$ cat src/rtl/bus_line16_pkg.sv
// Shared types and defaults for the bus_line16 pulse driver.
package bus_line16_pkg;

    localparam int CNT_W_DEFAULT = 8;

    typedef logic [15:0] word_t;

    typedef enum logic [1:0] {
        IDLE = 2'd0,
        HOLD = 2'd1,
        GAP  = 2'd2
    } state_t;

endpackage : bus_line16_pkg

$ cat src/rtl/bus_line16_if.sv
// Word/strobe side and the sixteen individual pulse lines of bus_line16.
interface bus_line16_if;
    import bus_line16_pkg::*;

    word_t din;
    logic  load;
    logic  busy;
    logic  done;
    logic  o0,  o1,  o2,  o3,  o4,  o5,  o6,  o7;
    logic  o8,  o9,  o10, o11, o12, o13, o14, o15;

    modport master (
        output din, load,
        input  busy, done,
        input  o0, o1, o2, o3, o4, o5, o6, o7,
        input  o8, o9, o10, o11, o12, o13, o14, o15
    );

    modport slave (
        input  din, load,
        output busy, done,
        output o0, o1, o2, o3, o4, o5, o6, o7,
        output o8, o9, o10, o11, o12, o13, o14, o15
    );

endinterface : bus_line16_if

$ cat src/rtl/bus_line16_pulse_timer.sv
// Loadable down-counter with a zero flag; times both the pulse and the gap.
// Counting stops at zero, so the count never wraps.
module pulse_timer #(
    parameter int CNT_W = 8
) (
    input  logic             clk,
    input  logic             rst,
    input  logic             load_i,
    input  logic [CNT_W-1:0] value_i,
    input  logic             en_i,
    output logic             zero_o
);

    logic [CNT_W-1:0] cnt_q, cnt_d;

    // Next count: load wins over decrement; hold at zero.
    always_comb begin
        cnt_d = cnt_q;
        if (load_i) begin
            cnt_d = value_i;
        end else if (en_i && (cnt_q != '0)) begin
            cnt_d = cnt_q - CNT_W'(1);
        end
    end

    // Count register with asynchronous reset.
    // NOTE: state registers use non-blocking assignments so every flop samples pre-edge values.
    always_ff @(posedge clk or posedge rst) begin
        if (rst) begin
            cnt_q <= '0;
        end else begin
            cnt_q <= cnt_d;
        end
    end

    assign zero_o = (cnt_q == '0);

endmodule : pulse_timer

$ cat src/rtl/bus_line16.sv
// bus_line16: drives a loaded 16-bit word onto 16 single-bit lines as a
// PULSE_LEN-cycle pulse followed by a GAP_LEN-cycle all-low gap.
// Optional build macro BUS_LINE16_RETRIG_EN: a load during HOLD or GAP
// restarts the frame with the new word; otherwise such loads are ignored.
module bus_line16
    import bus_line16_pkg::*;
#(
    parameter int PULSE_LEN = 8,
    parameter int GAP_LEN   = 2,
    parameter int CNT_W     = CNT_W_DEFAULT
) (
    input  logic         clk,
    input  logic         rst,
    bus_line16_if.slave  bus
);

    localparam logic [CNT_W-1:0] HOLD_CNT = CNT_W'(PULSE_LEN - 1);
    localparam logic [CNT_W-1:0] GAP_CNT  = CNT_W'(GAP_LEN - 1);

    state_t           state_q, state_d;
    word_t            word_q,  word_d;
    word_t            lines_q, lines_d;
    logic             busy_q,  busy_d;
    logic             done_q,  done_d;

    logic             tmr_load;
    logic [CNT_W-1:0] tmr_value;
    logic             tmr_en;
    logic             tmr_zero;

    pulse_timer #(
        .CNT_W (CNT_W)
    ) u_timer (
        .clk     (clk),
        .rst     (rst),
        .load_i  (tmr_load),
        .value_i (tmr_value),
        .en_i    (tmr_en),
        .zero_o  (tmr_zero)
    );

    // Next state, next line values and timer control.
    always_comb begin
        // NOTE: every signal gets a default before the case so no path leaves it unassigned (no latch).
        state_d   = state_q;
        word_d    = word_q;
        lines_d   = lines_q;
        done_d    = 1'b0;
        tmr_load  = 1'b0;
        tmr_value = HOLD_CNT;
        tmr_en    = 1'b0;

        case (state_q)
            IDLE: begin
                if (bus.load) begin
                    word_d   = bus.din;
                    lines_d  = bus.din;
                    tmr_load = 1'b1;
                    state_d  = HOLD;
                end
            end
            HOLD: begin
                if (tmr_zero) begin
                    lines_d   = '0;
                    tmr_load  = 1'b1;
                    tmr_value = GAP_CNT;
                    state_d   = GAP;
                end else begin
                    tmr_en = 1'b1;
                end
            end
            GAP: begin
                if (tmr_zero) begin
                    done_d  = 1'b1;
                    state_d = IDLE;
                end else begin
                    tmr_en = 1'b1;
                end
            end
            default: begin
                lines_d = '0;
                state_d = IDLE;
            end
        endcase

`ifdef BUS_LINE16_RETRIG_EN
        // Retrigger: abandon the running frame silently and start a new one.
        if ((state_q != IDLE) && bus.load) begin
            word_d    = bus.din;
            lines_d   = bus.din;
            done_d    = 1'b0;
            tmr_load  = 1'b1;
            tmr_value = HOLD_CNT;
            tmr_en    = 1'b0;
            state_d   = HOLD;
        end
`endif

        busy_d = (state_d != IDLE);
    end

    // State, word and registered outputs with asynchronous reset.
    always_ff @(posedge clk or posedge rst) begin
        if (rst) begin
            state_q <= IDLE;
            word_q  <= '0;
            lines_q <= '0;
            busy_q  <= 1'b0;
            done_q  <= 1'b0;
        end else begin
            state_q <= state_d;
            word_q  <= word_d;
            lines_q <= lines_d;
            busy_q  <= busy_d;
            done_q  <= done_d;
        end
    end

    assign bus.busy = busy_q;
    assign bus.done = done_q;
    assign bus.o0   = lines_q[0];
    assign bus.o1   = lines_q[1];
    assign bus.o2   = lines_q[2];
    assign bus.o3   = lines_q[3];
    assign bus.o4   = lines_q[4];
    assign bus.o5   = lines_q[5];
    assign bus.o6   = lines_q[6];
    assign bus.o7   = lines_q[7];
    assign bus.o8   = lines_q[8];
    assign bus.o9   = lines_q[9];
    assign bus.o10  = lines_q[10];
    assign bus.o11  = lines_q[11];
    assign bus.o12  = lines_q[12];
    assign bus.o13  = lines_q[13];
    assign bus.o14  = lines_q[14];
    assign bus.o15  = lines_q[15];

endmodule : bus_line16

$ cat src/flat_wrapper.sv
// flat-port wrapper written by rule: the top's interface ports become plain ports
module bus_line16_flat import bus_line16_pkg::*;
#(
    parameter int PULSE_LEN = 8,
    parameter int GAP_LEN   = 2,
    parameter int CNT_W     = CNT_W_DEFAULT
)
  (clk, rst, bus_din, bus_load, bus_busy, bus_done, bus_o0, bus_o1, bus_o2, bus_o3, bus_o4, bus_o5, bus_o6, bus_o7, bus_o8, bus_o9, bus_o10, bus_o11, bus_o12, bus_o13, bus_o14, bus_o15);
  bus_line16_if bus_i ();
  input  logic clk;
  input  logic rst;
  input wire logic [$bits(bus_i.din)-1:0] bus_din;
  input wire logic [$bits(bus_i.load)-1:0] bus_load;
  output wire logic [$bits(bus_i.busy)-1:0] bus_busy;
  output wire logic [$bits(bus_i.done)-1:0] bus_done;
  output wire logic [$bits(bus_i.o0)-1:0] bus_o0;
  output wire logic [$bits(bus_i.o1)-1:0] bus_o1;
  output wire logic [$bits(bus_i.o2)-1:0] bus_o2;
  output wire logic [$bits(bus_i.o3)-1:0] bus_o3;
  output wire logic [$bits(bus_i.o4)-1:0] bus_o4;
  output wire logic [$bits(bus_i.o5)-1:0] bus_o5;
  output wire logic [$bits(bus_i.o6)-1:0] bus_o6;
  output wire logic [$bits(bus_i.o7)-1:0] bus_o7;
  output wire logic [$bits(bus_i.o8)-1:0] bus_o8;
  output wire logic [$bits(bus_i.o9)-1:0] bus_o9;
  output wire logic [$bits(bus_i.o10)-1:0] bus_o10;
  output wire logic [$bits(bus_i.o11)-1:0] bus_o11;
  output wire logic [$bits(bus_i.o12)-1:0] bus_o12;
  output wire logic [$bits(bus_i.o13)-1:0] bus_o13;
  output wire logic [$bits(bus_i.o14)-1:0] bus_o14;
  output wire logic [$bits(bus_i.o15)-1:0] bus_o15;
  assign bus_i.din = bus_din;
  assign bus_i.load = bus_load;
  assign bus_busy = bus_i.busy;
  assign bus_done = bus_i.done;
  assign bus_o0 = bus_i.o0;
  assign bus_o1 = bus_i.o1;
  assign bus_o2 = bus_i.o2;
  assign bus_o3 = bus_i.o3;
  assign bus_o4 = bus_i.o4;
  assign bus_o5 = bus_i.o5;
  assign bus_o6 = bus_i.o6;
  assign bus_o7 = bus_i.o7;
  assign bus_o8 = bus_i.o8;
  assign bus_o9 = bus_i.o9;
  assign bus_o10 = bus_i.o10;
  assign bus_o11 = bus_i.o11;
  assign bus_o12 = bus_i.o12;
  assign bus_o13 = bus_i.o13;
  assign bus_o14 = bus_i.o14;
  assign bus_o15 = bus_i.o15;
  bus_line16 #(.PULSE_LEN(PULSE_LEN), .GAP_LEN(GAP_LEN), .CNT_W(CNT_W)) u_core (.clk(clk), .rst(rst), .bus(bus_i));
endmodule
$ cat config.mk
export PLATFORM = sky130hd
export DESIGN_NAME = bus_line16_flat
export DESIGN_NICKNAME = d
export VERILOG_FILES = /design/src/rtl/bus_line16_pkg.sv /design/src/rtl/bus_line16_if.sv /design/src/rtl/bus_line16_pulse_timer.sv /design/src/rtl/bus_line16.sv /design/src/flat_wrapper.sv
export SDC_FILE = /design/constraint.sdc
export NUM_CORES = 1
export LEC_CHECK = 0
export CORE_AREA = 2 2 58 60
export DETAILED_ROUTE_END_ITERATION = 8
export DIE_AREA = 0 0 60 62
export PLACE_DENSITY_LB_ADDON = 0.05
export SYNTH_ARGS = -nofsm -noshare
export SYNTH_HDL_FRONTEND = slang
export SYNTH_SLANG_ARGS = --single-unit
$ cat constraint.sdc
create_clock -name clk -period 2.6 [get_ports clk]
set_input_delay 0.52 -clock clk [delete_from_list [all_inputs] [get_ports clk]]
set_output_delay 0.52 -clock clk [all_outputs]
set_load 0.01 [all_outputs]
== Word-level counts from Yosys, hierarchy flattened ==
Index checks and enable logic that the tools add are counted.
Word-level totals
  input port bits: 19
  logic and storage cells: 36
  register bits: 28
  output and inout bits: 18
Cells by class
  mux-type cells: 17
  equal/unequal tests: 4
  reductions and logical operators: 8
  bitwise gates (word level): 1
  add/subtract/negate cells: 1
Operators by type and width (number)
  one-hot mux 16 bit (3 select lines): 1
  2-to-1 mux 16 bit: 2
  2-to-1 mux 8 bit: 3
  zero test 8 bit: 1
  nonzero test 8 bit: 1
  subtractor 8 x 1 -> 8 bit, second input constant: 1
  2-to-1 mux 2 bit: 3
  one-hot mux 2 bit (3 select lines): 1
  2-to-1 mux 1 bit: 5
  nonzero test 2 bit: 2
  2-to-1 mux 3 bit: 1
  AND reduction 3 bit: 1
  == test 2 x 1 -> 1 bit, second input constant: 1
  == test 2 bit, second input constant: 1
  zero test 2 bit: 1
  inequality test 2 x 1 -> 1 bit, second input constant: 1
  inequality test 2 bit, second input constant: 1
  one-hot mux 1 bit (2 select lines): 1
  OR reduction 2 bit: 1
  logical AND 1 bit: 1
  NOT 1 bit: 1

== Logic depth before layout (Yosys ltp) ==
Gate-level depths: netlist of the first run.
  depth after elaboration: 6
  gate-level depth with buffers: 8

== Modules after synthesis ==
A second synthesis of the first run with hierarchy kept.
Second synthesis, totals
  cells, all modules: 150
  area, all modules: 1483.9 sq um
Modules (own cells, without submodules)
  bus_line16: cells an instance 97, area an instance 988.4 sq um, times used 1
  pulse_timer: cells an instance 53, area an instance 495.5 sq um, times used 1

== Least setup slack after synthesis of the first run ==
No wires, ideal clock.
  path type: register to register
  start: register u_core.u_timer.cnt_q[0]
  end: register u_core.lines_q[0]
  period minus slack after synthesis: 1952 ps
  required time: 2479 ps
  setup time: 121 ps
  slack: 648 ps
  stages on the path, launching flop included: 9
  arrival: 1831 ps
  cell sequence: dfrtp_1 inv_1 ha_1 nor3b_2 a21boi_1 or3_1 buf_2 buf_6 a22o_1
On the way
  longest elaborated chain between the ends: 3
RTL lines
  start, declared: RTL line bus_line16_pulse_timer.sv:14  | logic [CNT_W-1:0] cnt_q, cnt_d;
  start signal, assigned: RTL line bus_line16_pulse_timer.sv:32  | cnt_q <= cnt_d;
  zero test 8 bit: RTL line bus_line16_pulse_timer.sv:36  | assign zero_o = (cnt_q == '0);
  inequality test 2 x 1 -> 1 bit (no source line)
  AND reduction 3 bit (no source line)
  end signal, assigned: RTL line bus_line16.sv:113  | lines_q <= lines_d;
  end, declared: RTL line bus_line16.sv:22  | word_t lines_q, lines_d;
No other way between the ends.
A chain may end at the register's enable or synchronous reset.

== Worst setup path in the final report of the first run ==
  start: register u_core.u_timer.cnt_q[0]
  end: register u_core.lines_q[4]
Same word-level chain as after synthesis.

==> results.md, run 1 <==
* Status: completed
* Die area at 3720 µm²
* Yosys reg bits at 28
* Setup crit end: u_core.lines_q[4]$_DFFE_PP0P_
* # rows at 21
* Crit share post-route at 85.9%
* TritonRoute pass-1 iters at 4
* Global route overflow at 0
* Post-DP Area at 1730 µm²
* Fin util at 55.7%
* Initial antenna violation count at 0
* Die Y at 62 µm
* Post-Route WL at 2.83 mm
* Final Setup Violations at 0
* Initial DRC count at 79
* Diode count at 0
* R2r endpoint: u_core.lines_q[4]$_DFFE_PP0P_
* Overall die width at 60 µm
* R2R depth at 6
* Vias/cell at 5.34
* Prevailing post-synth register cell: dfrtp_1
* Most frequent cells in the layout: clkdlybuf4s50_1, dfrtp_1, a22o_1
* Relative slew margins at 63.6%
* Syn Area/Cell at 12.1 µm²
* Peak fanout along the critical path at 16
* Setup TNS at 0 ns
* Worst Path Required at 2.84 ns
* First-pass GRT wire length at 4.60 mm
* Max Clk Rate at 0.448 GHz
* Wire per inst at 14.6 µm
* Largest net degree at the start of global routing at 29
* Vias at 1036
* Synthesized area at 1320 µm²
* Worst hold margin at 0.522 ns
* Finished Layout Cells at 194
* Unique masters post-synth at 41
* Sequential share of the synthesized area at 53.0%
* I/O Pins at 37
* Hold crit path type: reg -> reg
* Crit path max-delay family: simple AND/OR/NAND/NOR gates
* Clk_skew at 0.00311 ns
* Placed instance count at 190
* Worst path depth at 6
* Worst path bufs/invs at 1
* Starting Density at 41.6%
* Area Overhead vs Synth at 33.9%
* CP Class: reg -> reg
* YS warnings at 0
* Commonest non-fill, non-tap cell in the layout: clkdlybuf4s50_1
* Mapped Cells at 109
* RD Place Congestion at 0.810
* CTS tree: done
* Max-cap violations at 0
* Hpwl dp at 2.04 mm
* Post-CTS setup buffer count at 0
* Nets at 173
* Number of synthesized flops with an enable pin at 0
* Vias in the first global route at 1019
* Final Hold Fails at 0
* Final Critical Period at 2.23 ns
* Skew-Pair Late Insertion Delay at 0.33 ns
* Worst r2r src: u_core.u_timer.cnt_q[0]$_DFFE_PP0P_
* Crit-path slowest cell: or3_1
* Design area at 1770 µm²
* Share of cells above drive strength 1 at 10.8%
* Total Routing Usage GR at 16.6%
* Maximum vdd drop at 0.000192 V
* CTS max path bufs at 2
* Startpoint types: flop
* FF-to-FF setup slack at 0.37 ns
* Number of buffers created by CTS at 3
* Pleak at 0.730 nW
* Max incr delay on CP at 0.57 ns
* Worst Setup SP: u_core.u_timer.cnt_q[0]$_DFFE_PP0P_
* Crit end category: flop
* Critical Path AT at 2.47 ns
* Async SR Flop Fraction at 100%
* Post-Syn Nets at 133
* Htree depth at 1
* Post-route ant nets at 0
* Crit-path cells: inv_1, ha_1, nor3b_2, a21boi_1, or3_1, a22o_1
* Hold buffer count at cts at 0
* Pwr Density at 389 nW/µm²
* RSZ-0062 raised after global routing: no
* I/O Buffers at 36
* Clk sink count at 28
* DRC at 0
* CTS clk-pin slew, worst paths at 0.15 ns
* Root Buffer: clkbuf_4
* Core ar. at 3180 µm²
* Worst-Margin Slew at 0.546 ns
* Post-CTS Resized at 0
* Max Slew Vio Count at 0
-- Yosys cell counts (all sizes together) (2+ instances only) --
library cell | instances | area share (%)
inv | 5 | 1.4
xor2 | 3 | 2.0
a21oi | 4 | 1.5
nor2 | 5 | 1.4
o21ai | 3 | 1.4
or3 | 2 | 0.95
nor3 | 3 | 1.9
o31ai | 2 | 1.1
a22o | 16 | 11
dfrtp | 28 | 53
buf | 3 | 1.6
or4 | 2 | 1.4
nand2 | 4 | 1.1
nor4b | 2 | 1.3
ha | 5 | 4.7
-- sequential cells by signal, indices dropped and copies added, names as in the netlist --
| signal | count |
|---|---|
| u_core.bus.busy | 1 |
| u_core.bus.done | 1 |
| u_core.lines_q | 16 |
| u_core.state_q | 2 |
| u_core.u_timer.cnt_q | 8 |
-- cell type report --
cell class / count / area (µm²)
Fill cell: 280 / 1410
Sequential cell: 28 / 701
Multi-Input combinational cell: 73 / 582
Timing Repair Buffer: 38 / 375
Tap cell: 46 / 57.6
Clock buffer: 4 / 36.3
Inverter: 5 / 18.8
-- routing by layer --
layer / up-vias / global-route usage (%) / routed length (µm) / share of wire [%]
met2: 32 / 26.7 / 1340 / 47
met5: - / 0 / 0 / 0
met1: 512 / 20.9 / 1270 / 45
met4: 0 / 8.89 / 48 / 1.7
met3: 6 / 3.73 / 174 / 6.1
li1: 486 / - / - / -
-- power by group --
| group | leakage (nW) | switching [W] | internal [W] |
|---|---|---|---|
| sequential | 0.356 | 0 | 0.000436 |
| combinational | 0.353 | 0.0000129 | 0.0000246 |
| clock | 0.0210 | 0.000130 | 0.0000858 |
| total | 0.730 | 0.000143 | 0.000546 |
-- stage by stage --
stage	total power, W	setup WS (ns)
6_report	0.000689	0.367
5_1_grt	0.000723	0.191
4_1_cts	0.000699	0.373
3_5_place_dp	0.000482	0.415
3_3_place_gp	0.000482	0.464
2_1_floorplan	0.000450	0.648
-- cells by family after synthesis --
group                    after synthesis  synth area share (%)
flip-flops                            28                  53.0
AND/OR/NAND/NOR                       29                  15.6
adder cells (fa/ha/maj)                5                  4.73
XOR/XNOR                               4                  2.65
multiplexers                           1                 0.851
buffers and inverters                  8                  3.03
AO/OA/AOI/OAI                         34                  20.2
-- worst min-delay path by stage --
stage,cells after the start,endpoint,start,slack [ns]
floorplan,1,u_core.lines_q[0]$_DFFE_PP0P_,u_core.lines_q[0]$_DFFE_PP0P_,0.54
finish,1,u_core.lines_q[13]$_DFFE_PP0P_,u_core.lines_q[13]$_DFFE_PP0P_,0.52
CTS,1,u_core.lines_q[7]$_DFFE_PP0P_,u_core.lines_q[7]$_DFFE_PP0P_,0.53
global route,3,u_core.lines_q[13]$_DFFE_PP0P_,rst,0.54
global placement,1,u_core.lines_q[14]$_DFFE_PP0P_,u_core.lines_q[14]$_DFFE_PP0P_,0.49
detailed placement,1,u_core.lines_q[0]$_DFFE_PP0P_,u_core.lines_q[0]$_DFFE_PP0P_,0.49
No activity file was read; power rests on OpenSTA's default activity.
==> run 2: changes to the inputs <==
--- a/config.mk
+++ b/config.mk
@@ -5,10 +5,10 @@
 export SDC_FILE = /design/constraint.sdc
 export NUM_CORES = 1
 export LEC_CHECK = 0
-export CORE_AREA = 2 2 58 60
+export CORE_AREA = 2 2 57 59
 export DETAILED_ROUTE_END_ITERATION = 8
-export DIE_AREA = 0 0 60 62
-export PLACE_DENSITY_LB_ADDON = 0.05
+export DIE_AREA = 0 0 59 61
+export PLACE_DENSITY = 0.8
 export SYNTH_ARGS = -nofsm -noshare
 export SYNTH_HDL_FRONTEND = slang
 export SYNTH_SLANG_ARGS = --single-unit
==> run 2 against run 1 <==
  * Clock skew decreased by 0.0012 ns
  * Cell count decreased by 7.2%
  * Maximum frequency is 1.9% higher
  * Largest cell class unchanged
  * Largest power group unchanged
  * Critical endpoint is now u_core.lines_q[13]$_DFFE_PP0P_
==> results.md, run 2 (synthesized netlist as in run 1, its figures left out) <==
* Largest net degree at the start of global routing at 29
* Fin util at 58.9%
* Biggest register: u_core.lines_q
* Crit-path cells: inv_1, ha_1, nor3b_2, a21boi_1, or3_1, a22o_1
* Maximum vdd drop at 0.000220 V
* Area of the multi-input gates at 582 µm²
* Peak fanout along the critical path at 16
* Placed instance count at 177
* Design area at 1740 µm²
* CTS max path bufs at 2
* Total Routing Usage GR at 16.9%
* TritonRoute pass-1 iters at 4
* Pwr Density at 369 nW/µm²
* Global route overflow at 0
* Crit end category: flop
* Max-cap violations at 0
* Hold crit path type: reg -> reg
* Initial antenna violation count at 0
* Setup TNS at 0 ns
* Vias/cell at 5.82
* R2R depth at 6
* Vias in the first global route at 988
* Die area at 3600 µm²
* Area Overhead vs Synth at 31.6%
* Hold buffer count at cts at 0
* CTS tree: done
* Startpoint types: flop
* Post-route ant nets at 0
* Final Hold Fails at 0
* Crit-path slowest cell: or3_1
* Most frequent cells in the layout: clkdlybuf4s50_1, dfrtp_1, a22o_1
* Skew-Pair Late Insertion Delay at 0.32 ns
* Hpwl dp at 2.05 mm
* RSZ-0062 raised after global routing: no
* Seq. cell area at 701 µm²
* Relative slew margins at 65.5%
* Share of cells above drive strength 1 at 10.2%
* I/O Buffers at 36
* Diode count at 0
* R2r endpoint: u_core.lines_q[13]$_DFFE_PP0P_
* Finished Layout Cells at 180
* DRC at 0
* Core ar. at 2950 µm²
* Vias at 1048
* Htree depth at 1
* Post-CTS Resized at 0
* Post-Route WL at 2.76 mm
* Crit share post-route at 84.3%
* Post-DP Area at 1720 µm²
* Initial DRC count at 73
* Fill cell count at 250
* Root Buffer: clkbuf_4
* Critical Path AT at 2.41 ns
* # rows at 20
* FF-to-FF setup slack at 0.41 ns
* Status: completed
* Max reg flops at 16
* First-pass GRT wire length at 4.55 mm
* Die Y at 61 µm
* Cell depth of the worst hold path at 1
* Max incr delay on CP at 0.56 ns
* Hold wc startpoint: u_core.lines_q[10]$_DFFE_PP0P_
* Final Critical Period at 2.19 ns
* Hold EP: u_core.lines_q[10]$_DFFE_PP0P_
* Worst hold margin at 0.524 ns
* Clk sink count at 28
* Pleak at 0.723 nW
* Number of buffers created by CTS at 3
* CP Class: reg -> reg
* Clk_skew at 0.00195 ns
* Final Setup Violations at 0
* Commonest non-fill, non-tap cell in the layout: clkdlybuf4s50_1
* Top flop regs: u_core.lines_q (16), u_core.u_timer.cnt_q (8), u_core.state_q (2)
* Overall die width at 59 µm
* CTS clk-pin slew, worst paths at 0.13 ns
* Worst r2r src: u_core.u_timer.cnt_q[0]$_DFFE_PP0P_
* Max Clk Rate at 0.456 GHz
* Max Slew Vio Count at 0
* Worst-Margin Slew at 0.518 ns
* Post-CTS setup buffer count at 0
* I/O Pins at 37
* RD Place Congestion at 0.900
* Worst Path Required at 2.82 ns
* Wire per inst at 15.3 µm
* Nets at 173
* Starting Density at 44.8%
run 2: final cells by class:
type | count | share of cell area [%]
multi-input combinational | 73 | 33.4
clock buffer | 3 | 1.29
inverter | 5 | 1.08
timing repair buffer | 38 | 21.6
tap | 33 | 2.37
sequential | 28 | 40.3
run 2: critical path: cells and delay by family (launching register included):
family                     cells  cell delay [ns]
and+or+nand+nor                2             0.82
adders and majority gates      1             0.29
DFF                            1             0.42
AOI/OAI and AO/OA              2             0.45
buffers and inverters          1             0.11
run 2: routing by layer:
layer | global-route usage [%] | routed length (µm) | vias up
li1 | - | - | 490
met1 | 22.5 | 1220 | 499
met3 | 3.62 | 252 | 5
met4 | 7.79 | 46 | 0
met2 | 26.7 | 1230 | 54
met5 | 0 | 0 | -
run 2: power by group:
group | internal, W | switching [W] | total, W
Sequential | 0.000435 | 0 | 0.000435
Combinational | 0.0000246 | 0.0000128 | 0.0000374
Clock | 0.0000543 | 0.000115 | 0.000169
Total | 0.000514 | 0.000128 | 0.000642
run 2: worst max path at each step:
stage	from	end	slack (ns)	depth (start not counted)
after floorplan	u_core.u_timer.cnt_q[0]$_DFFE_PP0P_	u_core.lines_q[0]$_DFFE_PP0P_	0.65	8
after global placement	bus_load	u_core.lines_q[3]$_DFFE_PP0P_	0.50	4
after detailed placement	u_core.u_timer.cnt_q[0]$_DFFE_PP0P_	u_core.lines_q[0]$_DFFE_PP0P_	0.45	6
after CTS	u_core.u_timer.cnt_q[0]$_DFFE_PP0P_	u_core.lines_q[14]$_DFFE_PP0P_	0.42	6
after global routing	u_core.u_timer.cnt_q[0]$_DFFE_PP0P_	u_core.lines_q[0]$_DFFE_PP0P_	0.20	6
final	u_core.u_timer.cnt_q[0]$_DFFE_PP0P_	u_core.lines_q[13]$_DFFE_PP0P_	0.41	6
run 2: stage by stage:
stage,worst slack [ns],total power [W]
CTS,0.417,0.000653
global placement,0.498,0.000482
detailed placement,0.447,0.000481
global route,0.198,0.000672
finish,0.408,0.000642
floorplan,0.648,0.000450
==> run 3: changes to the inputs <==
--- a/config.mk
+++ b/config.mk
@@ -5,10 +5,10 @@
 export SDC_FILE = /design/constraint.sdc
 export NUM_CORES = 1
 export LEC_CHECK = 0
-export CORE_AREA = 2 2 57 59
+export CORE_AREA = 2 2 60 62
 export DETAILED_ROUTE_END_ITERATION = 8
-export DIE_AREA = 0 0 59 61
-export PLACE_DENSITY = 0.8
+export DIE_AREA = 0 0 62 64
+export PLACE_DENSITY = 0.76
 export SYNTH_ARGS = -nofsm -noshare
 export SYNTH_HDL_FRONTEND = slang
 export SYNTH_SLANG_ARGS = --single-unit
==> constraint.sdc (replaced) <==
create_clock -name clk -period 1.8 [get_ports clk]
set_input_delay 0.36 -clock clk [delete_from_list [all_inputs] [get_ports clk]]
set_output_delay 0.36 -clock clk [all_outputs]
set_load 0.01 [all_outputs]
==> run 3 against run 2 <==
  * Count of clock-buffer cells in the layout did not move
  * Non-clock buffer count is 28 higher
  * Critical endpoint is now u_core.lines_q[4]$_DFFE_PP0P_
  * Sequential power rose by 45%
  * Power rose by 71%
  * Maximum frequency grew 20%
  * The run now ends with negative setup slack left
  * Cell count grew 23%
==> results.md, run 3 (synthesized netlist as in run 1, its figures left out) <==
* Clk_skew at 0.00327 ns
* Dpl ws at -0.244 ns
* CTS max path bufs at 2
* Worst hold margin at 0.374 ns
* Fill cell count at 241
* First-pass GRT wire length at 5.22 mm
* Most frequent cells in the layout: clkdlybuf4s50_1, dfrtp_1, buf_4
* RSZ-0062 raised after global routing: yes
* Total Routing Usage GR at 17.4%
* Die Y at 64 µm
* Number of buffers created by CTS at 3
* Worst Path Required at 2.04 ns
* Largest net degree at the start of global routing at 29
* DRC at 0
* Initial DRC count at 62
* Area Overhead vs Synth at 59.8%
* Hold crit path type: in -> async
* Skew-Pair Late Insertion Delay at 0.33 ns
* Worst-Margin Slew at 0.358 ns
* R2R depth at 7
* FF-to-FF setup slack at -0.02 ns
* Peak fanout along the critical path at 8
* Commonest non-fill, non-tap cell in the layout: clkdlybuf4s50_1
* Failing checks: negative setup slack
* Final worst slack at -0.0194 ns
* Diode count at 0
* Critical Path AT at 2.06 ns
* I/O Buffers at 36
* RD Place Congestion at 0.838
* Hold buffer count at cts at 0
* Wire per inst at 15.9 µm
* CP Class: reg -> reg
* Pleak at 0.919 nW
* Worst r2r src: u_core.u_timer.cnt_q[1]$_DFFE_PP0P_
* Die area at 3970 µm²
* Initial antenna violation count at 0
* Relative slew margins at 76.2%
* CTS tree: done
* Vias at 1162
* Crit share post-route at 101%
* Overall die width at 62 µm
* Top flop regs: u_core.lines_q (16), u_core.u_timer.cnt_q (8), u_core.state_q (2)
* Max-cap violations at 0
* Post-route ant nets at 0
* Area of the multi-input gates at 674 µm²
* Global route overflow at 0
* Max Slew Vio Count at 0
* Final Hold Fails at 0
* Setup TNS at -0.108 ns
* Nets at 201
* Pwr Density at 520 nW/µm²
* Final Critical Period at 1.82 ns
* Biggest register: u_core.lines_q
* Seq. cell area at 701 µm²
* Startpoint types: flop
* Starting Density at 40.3%
* Max reg flops at 16
* Fin util at 64.3%
* Vias in the first global route at 1125
* I/O Pins at 37
* Hpwl dp at 2.41 mm
* Final Setup Violations at 10
* TritonRoute pass-1 iters at 4
* Core ar. at 3280 µm²
* CTS clk-pin slew, worst paths at 0.15 ns
* Share of cells above drive strength 1 at 32.4%
* Htree depth at 1
* Clk sink count at 28
* R2r endpoint: u_core.lines_q[4]$_DFFE_PP0P_
* Max Clk Rate at 0.550 GHz
* Post-Route WL at 3.53 mm
* # rows at 21
* Root Buffer: clkbuf_4
* Vias/cell at 5.23
* Status: complete, but fails checks
* Maximum vdd drop at 0.000379 V
* Crit end category: flop
## run 3: worst max-delay path: stages, from the launching register on
cell	delay (ns)
dfrtp_1	0.42
inv_2	0.09
ha_4	0.16
nor3b_4	0.21
a21boi_2	0.10
or3_4	0.36
buf_6	0.15
a22o_1	0.23
## run 3: cell type report
| type | count | share of cell area [%] |
|---|---|---|
| inverters | 5 | 0.888 |
| multi-input cells | 73 | 31.9 |
| clock buffers | 3 | 1.07 |
| clock inverters | 1 | 1.42 |
| repair buffers | 66 | 28.8 |
| flip-flops and latches | 28 | 33.2 |
| well taps | 46 | 2.72 |
## run 3: metrics by stage
stage                     instances  power [W]  instance area (µm²)
final                           222    0.00110                 2110
after global placement          208   0.000695                 1890
after CTS                       217    0.00111                 2010
after floorplan                 109   0.000650                 1350
after detailed placement        208   0.000695                 1890
after global routing            222    0.00113                 2110
## run 3: worst max path at each step
stage / from / end / slack (ns) / cells past startpoint
floorplan: u_core.u_timer.cnt_q[0]$_DFFE_PP0P_ / u_core.lines_q[0]$_DFFE_PP0P_ / -0.01 / 8
global placement: u_core.u_timer.cnt_q[0]$_DFFE_PP0P_ / u_core.lines_q[0]$_DFFE_PP0P_ / -0.12 / 6
detailed placement: u_core.u_timer.cnt_q[0]$_DFFE_PP0P_ / u_core.lines_q[1]$_DFFE_PP0P_ / -0.24 / 6
CTS: u_core.u_timer.cnt_q[1]$_DFFE_PP0P_ / u_core.lines_q[12]$_DFFE_PP0P_ / -0.01 / 7
global route: u_core.u_timer.cnt_q[0]$_DFFE_PP0P_ / u_core.lines_q[12]$_DFFE_PP0P_ / -0.09 / 7
finish: u_core.u_timer.cnt_q[1]$_DFFE_PP0P_ / u_core.lines_q[4]$_DFFE_PP0P_ / -0.02 / 7
## run 3: timing repair
item,4_1_cts,5_1_grt
setup endpoints to repair,19,23
gates resized for setup,6,12
pin swaps,8,6
cloned,0,1
buffers inserted,5,4
## run 3: routing by layer
layer | track usage [%] | share of wire (%) | up-vias
met5 | 0 | 0 | -
met3 | 3.24 | 6.2 | 9
li1 | - | - | 545
met2 | 30.6 | 51 | 44
met4 | 5.85 | 1.8 | 0
met1 | 20.4 | 41 | 564
## run 3: where the power goes
part	switching, W	total, W	internal [W]
clock network	0.000191	0.000417	0.000225
registers	0	0.000629	0.000629
logic	0.0000182	0.0000536	0.0000354
total	0.000210	0.00110	0.000890
